--- src/rtl/calc_seq_core.sv ---
// Calculator sequencer: debounced mode/compute buttons, a small IDLE/BUSY/SHOW
// FSM, and one-cycle add/sub plus W-cycle shift-add multiply and restoring divide.

// Button conditioner: 2-flop synchronizer, counter debounce, press pulse on 1->0.
module calc_seq_debounce #(
    parameter int DBNC = 4
) (
    input  logic clock,
    input  logic btn_reset,
    input  logic btn,
    output logic press
);
    localparam int CW = $clog2(DBNC + 1);

    logic          s1, s2, level, level_d;
    logic [CW-1:0] cnt;

    // Level only moves after DBNC consecutive samples that disagree with it.
    always_ff @(posedge clock or negedge btn_reset) begin
        if (!btn_reset) begin
            s1      <= 1'b1;
            s2      <= 1'b1;
            level   <= 1'b1;
            level_d <= 1'b1;
            cnt     <= '0;
        end else begin
            s1      <= btn;
            s2      <= s1;
            level_d <= level;
            if (s2 == level) begin
                cnt <= '0;
            end else if (cnt == CW'(DBNC - 1)) begin
                level <= s2;
                cnt   <= '0;
            end else begin
                cnt <= cnt + 1'b1;
            end
        end
    end

    // One pulse per debounced press; holding gives no repeats.
    assign press = level_d & ~level;
endmodule

module calc_seq_core #(
    parameter int W    = 4,
    parameter int DBNC = 4
) (
    input  logic           clock,
    input  logic           btn_reset,
    input  logic [W-1:0]   a,
    input  logic [W-1:0]   b,
    input  logic           btn_modo,
    input  logic           btn_res,
    output logic [2*W-1:0] result,
    output logic           led_alerta,
    output logic [3:0]     led_modo,
    output logic           busy,
    output logic           done
);
    typedef enum logic [1:0] {IDLE, BUSY, SHOW} state_t;

    localparam logic [1:0] MODE_ADD = 2'd0;
    localparam logic [1:0] MODE_SUB = 2'd1;
    localparam logic [1:0] MODE_MUL = 2'd2;
    localparam int         CW       = $clog2(W + 1);

    state_t         state;
    logic [1:0]     mode, op_mode;
    logic [W-1:0]   op_a, op_b;
    logic [2*W-1:0] mc, acc;
    logic [W-1:0]   mq, rem, quo;
    logic [CW-1:0]  step;
    logic           last;

    logic [1:0] btns, presses;
    logic       modo_evt, res_evt;

    assign btns = {btn_res, btn_modo};

    genvar gi;
    generate
        for (gi = 0; gi < 2; gi++) begin : g_btn
            calc_seq_debounce #(.DBNC(DBNC)) u_dbnc (
                .clock    (clock),
                .btn_reset(btn_reset),
                .btn      (btns[gi]),
                .press    (presses[gi])
            );
        end
    endgenerate

    assign modo_evt = presses[0];
    assign res_evt  = presses[1];

    logic [2*W-1:0] sum_ext, diff_ext, acc_nxt;
    logic [W:0]     rem_sh;
    logic [W-1:0]   rem_nxt, quo_nxt;
    logic           quo_bit;

    // Next-step values for the one-cycle ops and one iteration of mul/div.
    always_comb begin
        sum_ext  = {{W{1'b0}}, op_a} + {{W{1'b0}}, op_b};
        diff_ext = (op_a >= op_b) ? {{W{1'b0}}, op_a - op_b} : {{W{1'b0}}, op_b - op_a};
        acc_nxt  = mq[0] ? acc + mc : acc;
        // Restoring divide: shift next dividend bit in, subtract if it fits.
        rem_sh   = {rem, quo[W-1]};
        quo_bit  = (rem_sh >= {1'b0, op_b});
        rem_nxt  = quo_bit ? W'(rem_sh - {1'b0, op_b}) : rem_sh[W-1:0];
        quo_nxt  = {quo[W-2:0], quo_bit};
        last     = (step == CW'(W - 1));
    end

    // Main FSM; operands are latched on the res event so a/b may change mid-op.
    always_ff @(posedge clock or negedge btn_reset) begin
        if (!btn_reset) begin
            state      <= IDLE;
            mode       <= MODE_ADD;
            op_mode    <= MODE_ADD;
            op_a       <= '0;
            op_b       <= '0;
            mc         <= '0;
            mq         <= '0;
            acc        <= '0;
            rem        <= '0;
            quo        <= '0;
            step       <= '0;
            result     <= '0;
            led_alerta <= 1'b0;
            done       <= 1'b0;
        end else begin
            done <= 1'b0;
            case (state)
                IDLE, SHOW: begin
                    // res wins a tie with modo; modo is then dropped.
                    if (res_evt) begin
                        op_a       <= a;
                        op_b       <= b;
                        op_mode    <= mode;
                        mc         <= {{W{1'b0}}, a};
                        mq         <= b;
                        acc        <= '0;
                        rem        <= '0;
                        quo        <= a;
                        step       <= '0;
                        led_alerta <= 1'b0;
                        state      <= BUSY;
                    end else if (modo_evt) begin
                        mode <= mode + 2'd1;
                    end
                end
                BUSY: begin
                    step <= step + 1'b1;
                    acc  <= acc_nxt;
                    mc   <= mc << 1;
                    mq   <= mq >> 1;
                    rem  <= rem_nxt;
                    quo  <= quo_nxt;
                    case (op_mode)
                        MODE_ADD: begin
                            result <= sum_ext;
                            done   <= 1'b1;
                            state  <= SHOW;
                        end
                        MODE_SUB: begin
                            result     <= diff_ext;
                            led_alerta <= (op_a < op_b);
                            done       <= 1'b1;
                            state      <= SHOW;
                        end
                        MODE_MUL: begin
                            if (last) begin
                                result <= acc_nxt;
                                done   <= 1'b1;
                                state  <= SHOW;
                            end
                        end
                        default: begin
                            if (op_b == '0) begin
                                result     <= '0;
                                led_alerta <= 1'b1;
                                done       <= 1'b1;
                                state      <= SHOW;
                            end else if (last) begin
                                result <= {rem_nxt, quo_nxt};
                                done   <= 1'b1;
                                state  <= SHOW;
                            end
                        end
                    endcase
                end
                default: state <= IDLE;
            endcase
        end
    end

    assign busy     = (state == BUSY);
    assign led_modo = {mode == 2'd3, mode >= 2'd2, mode >= 2'd1, 1'b1};
endmodule

--- config.mk ---
export PLATFORM = sky130hd
export DESIGN_NAME = calc_seq_core
export DESIGN_NICKNAME = d
export VERILOG_FILES = /design/src/rtl/calc_seq_core.sv
export SDC_FILE = /design/constraint.sdc
export NUM_CORES = 1
export LEC_CHECK = 0
export BUFFER_PORTS_ARGS = -buffer_cell sky130_fd_sc_hd__buf_2
export CAP_MARGIN = 20
export CORE_MARGIN = 4
export CORE_UTILIZATION = 39
export DETAILED_ROUTE_END_ITERATION = 12
export GPL_TIMING_DRIVEN = 0
export HOLD_SLACK_MARGIN = 0.15
export REMOVE_ABC_BUFFERS = 1
export SYNTH_ARGS = -nofsm -noshare
export SYNTH_HDL_FRONTEND = slang
export SYNTH_SLANG_ARGS = --single-unit
--- constraint.sdc ---
create_clock -name clock -period 2.2 [get_ports clock]
set_input_delay 0.11 -clock clock [delete_from_list [all_inputs] [get_ports clock]]
set_output_delay 0.11 -clock clock [all_outputs]
set_load 0.005 [all_outputs]
---- Word-level counts from Yosys, hierarchy flattened ----
Cells that the tools add are included.
cells by class
  reduce and logical (&&, ||, !) cells .... 15
  equal/unequal tests ..................... 14
  bitwise logic cells ..................... 7
  multiplexer cells ....................... 36
  $lt $le $gt $ge ......................... 5
  $add $sub $neg .......................... 9
operators by type and width
  kind                 count
  $mux 8               6
  $pmux 8 s2           2
  $pmux 4 s2           3
  $pmux 8 s3           1
  $mux 4               5
  $mux 3               5
  $sub 4x4->4          3
  $add 3x1->3 const B  3
  $eq 3x2->1 const B   3
  $add 8x8->8          1
  $pmux 2 s2           2
  $reduce_and 2->1     4
  $eq 2x2->1 const B   3
  $mux 2               3
  $pmux 1 s2           3
  $pmux 3 s2           1
  $reduce_and 3->1     2
  $reduce_or 2->1      3
  $add 4x4->5          1
  $ge 5x4->1           1
  $mux 1               5
  $not 1->1            5
  $eq 2x1->1 const B   2
  $ge 4x4->1           1
  14 further kinds     18
storage, ports and cells
  logic and storage cells ................. 110
  bits of input ports ..................... 12
  output and inout bits ................... 15
  bits in registers ....................... 69

---- Logic depth before layout (Yosys ltp) ----
Gate-level depths: netlist (run 1).
  depth in word-level cells ............... 5
  depth in mapped cells ................... 10
  depth with buffers taken out ............ 10

---- Hierarchy ----
From an unflattened synthesis (run 1), not the netlist that was laid out.
unflattened totals
  cell total of the unflattened synthesis .. 395
  area, all modules ....................... 4005.1 µm²
modules (own cells, without submodules)
  module             instances  cells an instance  sequential area each (µm²)  area each (µm²)
  calc_seq_core      1          365                1376.3                      3474.6
  calc_seq_debounce  2          15                 180.2                       265.3

---- Least setup slack after synthesis (run 1) ----
OpenSTA, ideal clock, no wires.
  path kind ............................... reg-to-reg
  start point ............................. register op_b[1]
  end point ............................... register result[6]
  library setup time ...................... 0.126 ns
  stages on the path, launching flop included .. 9
  arrival ................................. 2.257 ns
  data required time ...................... 2.074 ns
  path buffers ............................ 0
  clock period less this slack ............ 2.383 ns
  setup slack ............................. -0.183 ns
  cell sequence ........................... dfrtp_1 -> inv_1 -> ha_1 -> nor2b_1 -> o31ai_1 -> and2b_4 -> mux2_4 -> a221oi_2 -> a21oi_1
between the ends
  word-level cells in the longest chain between the ends .. 5
  elaborated cells on any way between the ends .. 9
  those cells by class .................... add/sub: 1; order compare: 1; mux: 4; reduce/logical: 3
RTL lines
  item                                              RTL line  text
  start: declaration                                70        logic [W-1:0] op_a, op_b;
  start signal: assignment                          121       op_b <= '0;
  start signal: assignment                          138       op_b <= b;
  $sub 4x4->4 / $ge 5x4->1 (equally long branches)  109, 108
  $mux 4                                            109       rem_nxt = quo_bit ? W'(rem_sh - {1'b0, op_b}) : rem_sh[W-1:0];
  $mux 8                                            184       end else if (last) begin
  $mux 8                                            179       if (op_b == '0) begin
  $pmux 8 s3                                        159       case (op_mode)
  end signal: assignment                            161       result <= sum_ext;
  end signal: assignment                            166       result <= diff_ext;
  end signal: assignment                            185       result <= {rem_nxt, quo_nxt};
  end: declaration                                  55        output logic [2*W-1:0] result,
Several ways; a longest one is shown, not always the timed one. The select of a mux whose other input is x is not followed.
A chain may end at the register's enable or synchronous reset.

---- Worst setup path after layout (run 1) ----
  start point ............................. register op_a[0]
  end point ............................... register result[3]
between the ends
  word-level cells in the longest chain between the ends .. 3
  elaborated cells on any way between the ends .. 6
  those cells by class .................... add/sub: 3; order compare: 1; mux: 2
RTL lines
  item                                              RTL line  text
  start: declaration                                70
  start signal: assignment                          120       op_a <= '0;
  start signal: assignment                          137       op_a <= a;
  $sub 4x4->4 / $ge 4x4->1 (equally long branches)  104       diff_ext = (op_a >= op_b) ? {{W{1'b0}}, op_a - op_b} : {{W{1'b0}}, op_b - op_a};
  $mux 4                                            104
  $pmux 8 s3 *                                      159
  end signal: assignment                            161
  end signal: assignment                            166
  end signal: assignment                            173       result <= acc_nxt;
Mark *: on every way between the ends. The rest lies on a longest branch, timed or not.

==> results of run 1 <==
[placed cells by master (no fill, tap or decap), drive strengths merged, types with 12 or more instances in the layout]
master	n
dfrtp	61
nand2	52
buf	42
o21ai	35
ha	29
inv	26
nor2	19
nand3	14
a21oi	12
[registers in the layout, summed over array words and instances (netlist names), 3 cells and up]
signal and flops:
acc 8, mc 8, result 8, g_btn.u_dbnc.cnt 6, mq 4, op_a 4
op_b 4, quo 4, rem 4, step 3
[stage by stage]
| stage | utilization (%) | setup slack [ns] | total power, mW | hold WS [ns] | TNS [ns] |
|---|---|---|---|---|---|
| after floorplan | - | -0.183 | 4.81 | -0.186 | -0.279 |
| after global placement | 42.4 | -1.05 | 5.73 | 0.215 | -19.58 |
| after detailed placement | 42.4 | -0.968 | 5.81 | 0.216 | -18.23 |
| after CTS | 47.4 | 0.00531 | 7.53 | 0.160 | 0 |
| after global routing | 48.9 | -0.0906 | 8.57 | 0.169 | -0.269 |
| final | 48.9 | -0.0209 | 7.90 | 0.180 | -0.0209 |
[power breakdown]
group	internal [mW]	total (mW)	switching [mW]	leakage, nW
Clock	0.754	1.26	0.511	0.116
Combinational	2.06	4.29	2.23	1.18
Sequential	1.82	2.35	0.526	0.864
Total	4.64	7.90	3.27	2.16
[worst min path at each step]
stage	start	end	slack (ns)	depth (start not counted)
finish	a[3]	op_a[3]	0.18	3
CTS	a[3]	op_a[3]	0.16	3
global route	a[3]	op_a[3]	0.17	3
global placement	btn_modo	g_btn[0].u_dbnc.s1	0.22	1
floorplan	btn_reset	acc[0]	-0.19	0
detailed placement	btn_modo	g_btn[0].u_dbnc.s1	0.22	1
[routing by layer]
| metal | wire length, µm | up-vias | GRT usage [%] |
|---|---|---|---|
| li1 | - | 1481 | - |
| met1 | 4120 | 1487 | 22.1 |
| met2 | 4450 | 63 | 28.2 |
| met3 | 475 | 9 | 4.24 |
| met4 | 112 | 0 | 4.78 |
| met5 | 0 | - | 0 |
[area by class of cell]
cell class | instances | area (µm²) | share of cell area (%)
multi-input cells | 284 | 2180 | 45.7
flip-flops and latches | 69 | 1740 | 36.4
repair buffers | 51 | 345 | 7.23
well taps | 133 | 166 | 3.48
clock buffers | 10 | 128 | 2.67
clock inverters | 6 | 111 | 2.33
inverters | 26 | 103 | 2.15
[logic make-up (layout without fill, tap and decap cells)]
kind of cell             Yosys count  after routing  synth area share (%)
multiplexers                      13             13                  3.77
buffers and inverters             41             93                  4.12
flip-flops                        69             69                  44.3
AO/OA/AOI/OAI                    101            101                  17.6
other                              1              1                0.0958
AND/OR/NAND/NOR                  123            123                  15.6
adder cells (fa/ha/maj)           34             34                  11.8
XOR/XNOR                          12             12                  2.68
[critical path, cell delays in order, from the launching register on]
cell and delay, ns:
dfrtp_1 0.39, inv_2 0.06, ha_1 0.15, inv_2 0.05, fa_2 0.34, a21o_1 0.23, a21o_1 0.21, nor2_2 0.15
mux2i_1 0.26, xnor2_1 0.15, o211ai_1 0.10
[what timing repair did]
action	in CTS	in global routing
gates cloned	0	0
endpoints found under the setup margin	35	15
hold buffers	9	0
buffers inserted	15	2
pin swaps	6	9
endpoints found under the hold margin	77	0
resized for setup	18	29
==> flow_metrics.py, run 1 <==
metrics = {
    "worst_setup_path": {
        "category_of_the_worst_setup_path_launch_point": "register",
        "endpoint_of_the_most_critical_setup_path": "result[3]",
        "crit-reg2reg-capture": "result[3]",
        "timing.rr.start": "op_a[0]",
        "reg2regPathDepth": 10,
        "critPathCaptureType": "register",
        "critPathLaunch": "op_a[0]",
        "crit_fanout": 3,
        "rrSetupSlack_ns": -0.02,
        "worstPathArrival_ns": 2.45,
        "path_class": "reg -> reg",
        "cp.required_ns": 2.42,
    },
    "layout": {
        "antenna_cells_inserted": 0,
        "final_net_count": 487,
        "instances_no_fill": 579,
        "post_route_cells_drive_above_1_share_pct": 25.8,
        "layout-area-overhead-vs-synth_pct": 22.0,
        "fillerInstances": 932,
        "final_area_um2": 4780,
    },
    "yosys": {
        "dominantRegCellSynth": "dfrtp_1",
        "synth_cell_type_count": 65,
        "synth.largest_area_cell": "dfrtp_1",
        "synth_async_sr_flop_share_pct": 100,
        "synth_area_per_cell_um2": 9.94,
        "synth_edf_count": 0,
        "netlist_top_cells_area": "dfrtp_1 39%, ha_1 9.3%, dfstp_2 5.4%, nand2_1 4.9%, fa_1 2.6%",
        "cell_area_after_technology_mapping_um2": 3920,
        "yosys_register_bits": 69,
        "synth.most_common_cell": "dfrtp_1",
        "syn_inst": 394,
        "yosys_warnings": 0,
        "post-synth-top-area-fraction_pct": 39.0,
        "yosysSeqAreaShare_pct": 44.3,
        "synth_commonest_cells": "61 x dfrtp_1, 51 x nand2_1, 29 x ha_1",
    },
    "global_route": {
        "gr-usage-all-layers_pct": 17.0,
        "grt_start_max_net_pins": 70,
        "grt_antenna_before_repair": 0,
        "grt_pass1_wl_um": 15500,
        "globalRoute.totalOverflow": 0,
        "number_of_global_route_vias_before_repair": 3118,
    },
    "run": {
        "maxCapViolations": 0,
    },
    "floorplan": {
        "design.core.area_um2": 9770,
        "chipHeight_um": 108,
        "design.die.area_um2": 11700,
        "die_x_um": 108,
        "initial_utilization_pct": 40.1,
        "pin_count": 27,
        "num_rows": 36,
    },
    "sta": {
        "worst_slew_pin_slew_ns": 0.892,
        "finalHoldViolCount": 0,
        "maxClockFrequency_ghz": 0.450,
        "post-route-worst-setup-slack_ns": -0.0209,
        "min_period_over_period_pct": 101,
        "rsz_0062_raised_after_global_routing": "true",
        "post_route_skew_ns": 0.0146,
        "finalSetupViolCount": 1,
        "timing.final.max_slew_violations": 0,
        "timing.final.crit_period_ns": 2.22,
        "max-slew-margin-rel_pct": 40.6,
    },
    "detailed_routing": {
        "drt-total-wl_um": 9160,
        "total_via_count_in_the_routed_design": 3040,
        "drt_iter0_drc": 150,
        "wire_per_inst_um": 15.8,
        "total_drc_errors_in_the_routed_layout": 0,
        "ant_nets": 0,
        "routed_via_density": 5.25,
        "total_iterations_of_the_first_detailed_routing_run": 4,
    },
    "clocking": {
        "cts-root-to-sink-buffers": 2,
        "cts.sinks": 69,
        "clk_pin_slew_worst_paths_ns": 0.08,
        "cts_max_level": 3,
        "clock_tree.root_cell": "clkbuf_8",
        "clk-insertion-delay-late_ns": 0.35,
        "clock_tree_from_tritoncts": "done",
        "tritoncts.num_buffers": 9,
    },
    "place": {
        "hpwlAfterDp_um": 6190,
        "place.detailed.instances": 537,
        "gp_congestion": 0.864,
        "io_buffer_count": 25,
        "placedInstanceArea_um2": 4150,
    },
    "power": {
        "p_leak_nw": 2.16,
        "max-vdd-ir-drop_mv": 0.612,
        "power_density_nw_per_um2": 1650,
    },
    "outcome": {
        "status": "finished with violations",
        "failed_checks": "negative setup slack",
    },
    "worst_hold_path": {
        "min-delay-path-class": "in -> reg",
    },
}
Note: power is estimated with default switching activity, not from simulation.
==> inputs of run 2 (changes only) <==
--- a/config.mk
+++ b/config.mk
@@ -10,7 +10,7 @@
 export CORE_MARGIN = 4
 export CORE_UTILIZATION = 39
 export DETAILED_ROUTE_END_ITERATION = 12
-export GPL_TIMING_DRIVEN = 0
+export GPL_ROUTABILITY_DRIVEN = 0
 export HOLD_SLACK_MARGIN = 0.15
 export REMOVE_ABC_BUFFERS = 1
 export SYNTH_ARGS = -nofsm -noshare
==> flow_metrics.py, run 2 (synthesis results as in run 1) <==
metrics = {
    "clocking": {
        "cts.sinks": 69,
        "tritoncts.num_buffers": 9,
        "cts-root-to-sink-buffers": 2,
        "clock_tree_from_tritoncts": "done",
        "clk_pin_slew_worst_paths_ns": 0.08,
        "clock_tree.root_cell": "clkbuf_8",
        "clk-insertion-delay-late_ns": 0.34,
        "cts_max_level": 3,
    },
    "floorplan": {
        "design.core.area_um2": 9770,
        "chipHeight_um": 108,
        "num_rows": 36,
        "die_x_um": 108,
        "pin_count": 27,
        "initial_utilization_pct": 40.1,
        "design.die.area_um2": 11700,
    },
    "worst_setup_path": {
        "critPathMostFrequentCell": "a21o_1",
        "path_cells": "inv_2, ha_1, inv_1, fa_2, a21o_1, a21o_1, nor2_2, mux2i_1, xnor2_1, o211ai_1",
        "reg2regPathDepth": 10,
        "critPathCaptureType": "register",
        "cp.required_ns": 2.42,
        "crit_fanout": 3,
        "critPathMaxStageDelay_ns": 0.39,
        "rrSetupSlack_ns": 0.06,
        "timing.rr.start": "op_a[0]",
        "path_class": "reg -> reg",
        "worstPathArrival_ns": 2.37,
        "crit_path_top_delay_cell": "dfrtp_1",
        "cp_num_buf_inv": 2,
        "crit-reg2reg-capture": "result[3]",
        "critical-path-top-delay-family": "compound AO/OA/AOI/OAI gates",
        "category_of_the_worst_setup_path_launch_point": "register",
    },
    "sta": {
        "worst_slew_pin_slew_ns": 0.646,
        "timing.final.max_slew_violations": 0,
        "rsz_0062_raised_after_global_routing": "true",
        "post_route_skew_ns": 0.0133,
        "maxClockFrequency_ghz": 0.467,
        "timing.final.crit_period_ns": 2.14,
        "finalSetupViolCount": 0,
        "min_period_over_period_pct": 97.4,
        "max-slew-margin-rel_pct": 56.9,
        "finalHoldViolCount": 0,
    },
    "power": {
        "p_total_mw": 7.86,
        "max-vdd-ir-drop_mv": 0.701,
        "power_density_nw_per_um2": 1630,
        "p_leak_nw": 2.24,
    },
    "detailed_routing": {
        "total_via_count_in_the_routed_design": 3124,
        "drt_iter0_drc": 130,
        "total_drc_errors_in_the_routed_layout": 0,
        "ant_nets": 0,
        "wire_per_inst_um": 16.0,
        "routed_via_density": 5.28,
        "total_iterations_of_the_first_detailed_routing_run": 4,
        "drt-total-wl_um": 9500,
    },
    "run": {
        "maxCapViolations": 0,
    },
    "layout": {
        "layout-area-overhead-vs-synth_pct": 22.7,
        "layout_top_registers": "acc (8), mc (8), result (8)",
        "antenna_cells_inserted": 0,
        "post_route_cells_drive_above_1_share_pct": 24.2,
        "mostFrequentLayoutCells": "61 x dfrtp_1, 50 x nand2_1, 30 x buf_4, 27 x ha_1, 25 x buf_2",
        "area_of_combinational_cells_with_multiple_inputs_um2": 2110,
        "instances_no_fill": 592,
        "fillerInstances": 938,
        "final_common_cell": "dfrtp_1",
        "final_net_count": 500,
        "layout.area.seq_um2": 1740,
    },
    "global_route": {
        "grt_antenna_before_repair": 0,
        "number_of_global_route_vias_before_repair": 3140,
        "gr-usage-all-layers_pct": 17.4,
        "globalRoute.totalOverflow": 0,
        "grt_pass1_wl_um": 15800,
        "grt_start_max_net_pins": 70,
    },
    "worst_hold_path": {
        "holdPathEnd": "op_a[3]",
        "startpoint_of_the_lowest_slack_hold_path": "a[3]",
        "holdPathStages": 3,
        "min-delay-path-class": "in -> reg",
    },
    "place": {
        "io_buffer_count": 25,
        "hpwlAfterDp_um": 6880,
        "place.detailed.instances": 564,
    },
    "outcome": {
        "status": "finished clean",
    },
}
## run 2: cell count changes in the layout (fill, tap and decap cells not counted), moves of 3 or more
cell,delta
dfrtp_2,-4
buf_4,+12
ha_4,-3
inv_1,+3
ha_1,+5
dfrtp_1,+4
## run 2: final cells by class
| class | count | area share [%] |
|---|---|---|
| clock buffer | 12 | 3.23 |
| timing repair buffer | 64 | 9.37 |
| multi-input combinational | 284 | 43.8 |
| tap | 133 | 3.46 |
| clock inverter | 4 | 1.98 |
| inverter | 26 | 2.03 |
| sequential | 69 | 36.1 |
## run 2: how the worst max path moves through the flow
stage	from	end	cells past startpoint
after floorplan	op_b[1]	result[6]	8
after global placement	op_a[0]	result[2]	10
after detailed placement	op_a[0]	result[3]	10
after CTS	op_a[0]	result[1]	10
after global routing	op_b[1]	result[6]	8
final	op_a[0]	result[3]	10
## run 2: through the flow
step                setup slack [ns]  setup TNS (ns)  util [%]  area, µm²  hold WS (ns)
global route                 -0.0261         -0.0878      49.2       4810         0.160
global placement              0.0218               0      44.6       4360         0.163
finish                        0.0565               0      49.2       4810         0.173
floorplan                     -0.183          -0.279         -       3850        -0.186
CTS                        -0.000585       -0.000585      48.1       4710         0.155
detailed placement           -0.0257         -0.0573      44.6       4360         0.167
## run 2: metal layers
metal	vias up	part of all wire, %	global-route usage, %
li1	1508	-	-
met1	1530	46	23.1
met2	70	47	27.9
met3	16	5.0	4.00
met4	0	2.3	6.49
met5	-	0	0
## run 2: timing repair
item,in CTS,in global routing
resized for setup,3,17
hold endpoints to repair,82,0
pin swaps,0,10
endpoints found under the setup margin,4,6
hold buffers,8,0
setup buffers,1,3
## run 2: worst register-to-register path: cells and delay by family (launching register included)
kind	cells	cell delay, ns
compound gates	3	0.51
xor+xnor	1	0.14
fa+ha+maj	2	0.47
buf+inv	2	0.12
flops	1	0.39
mux	1	0.24
simple gates	1	0.17
## run 2: report_power, final
| part | total [mW] | switching [mW] | internal, mW |
|---|---|---|---|
| clock | 1.29 | 0.476 | 0.814 |
| combinational | 4.34 | 2.33 | 2.01 |
| sequential | 2.22 | 0.409 | 1.81 |
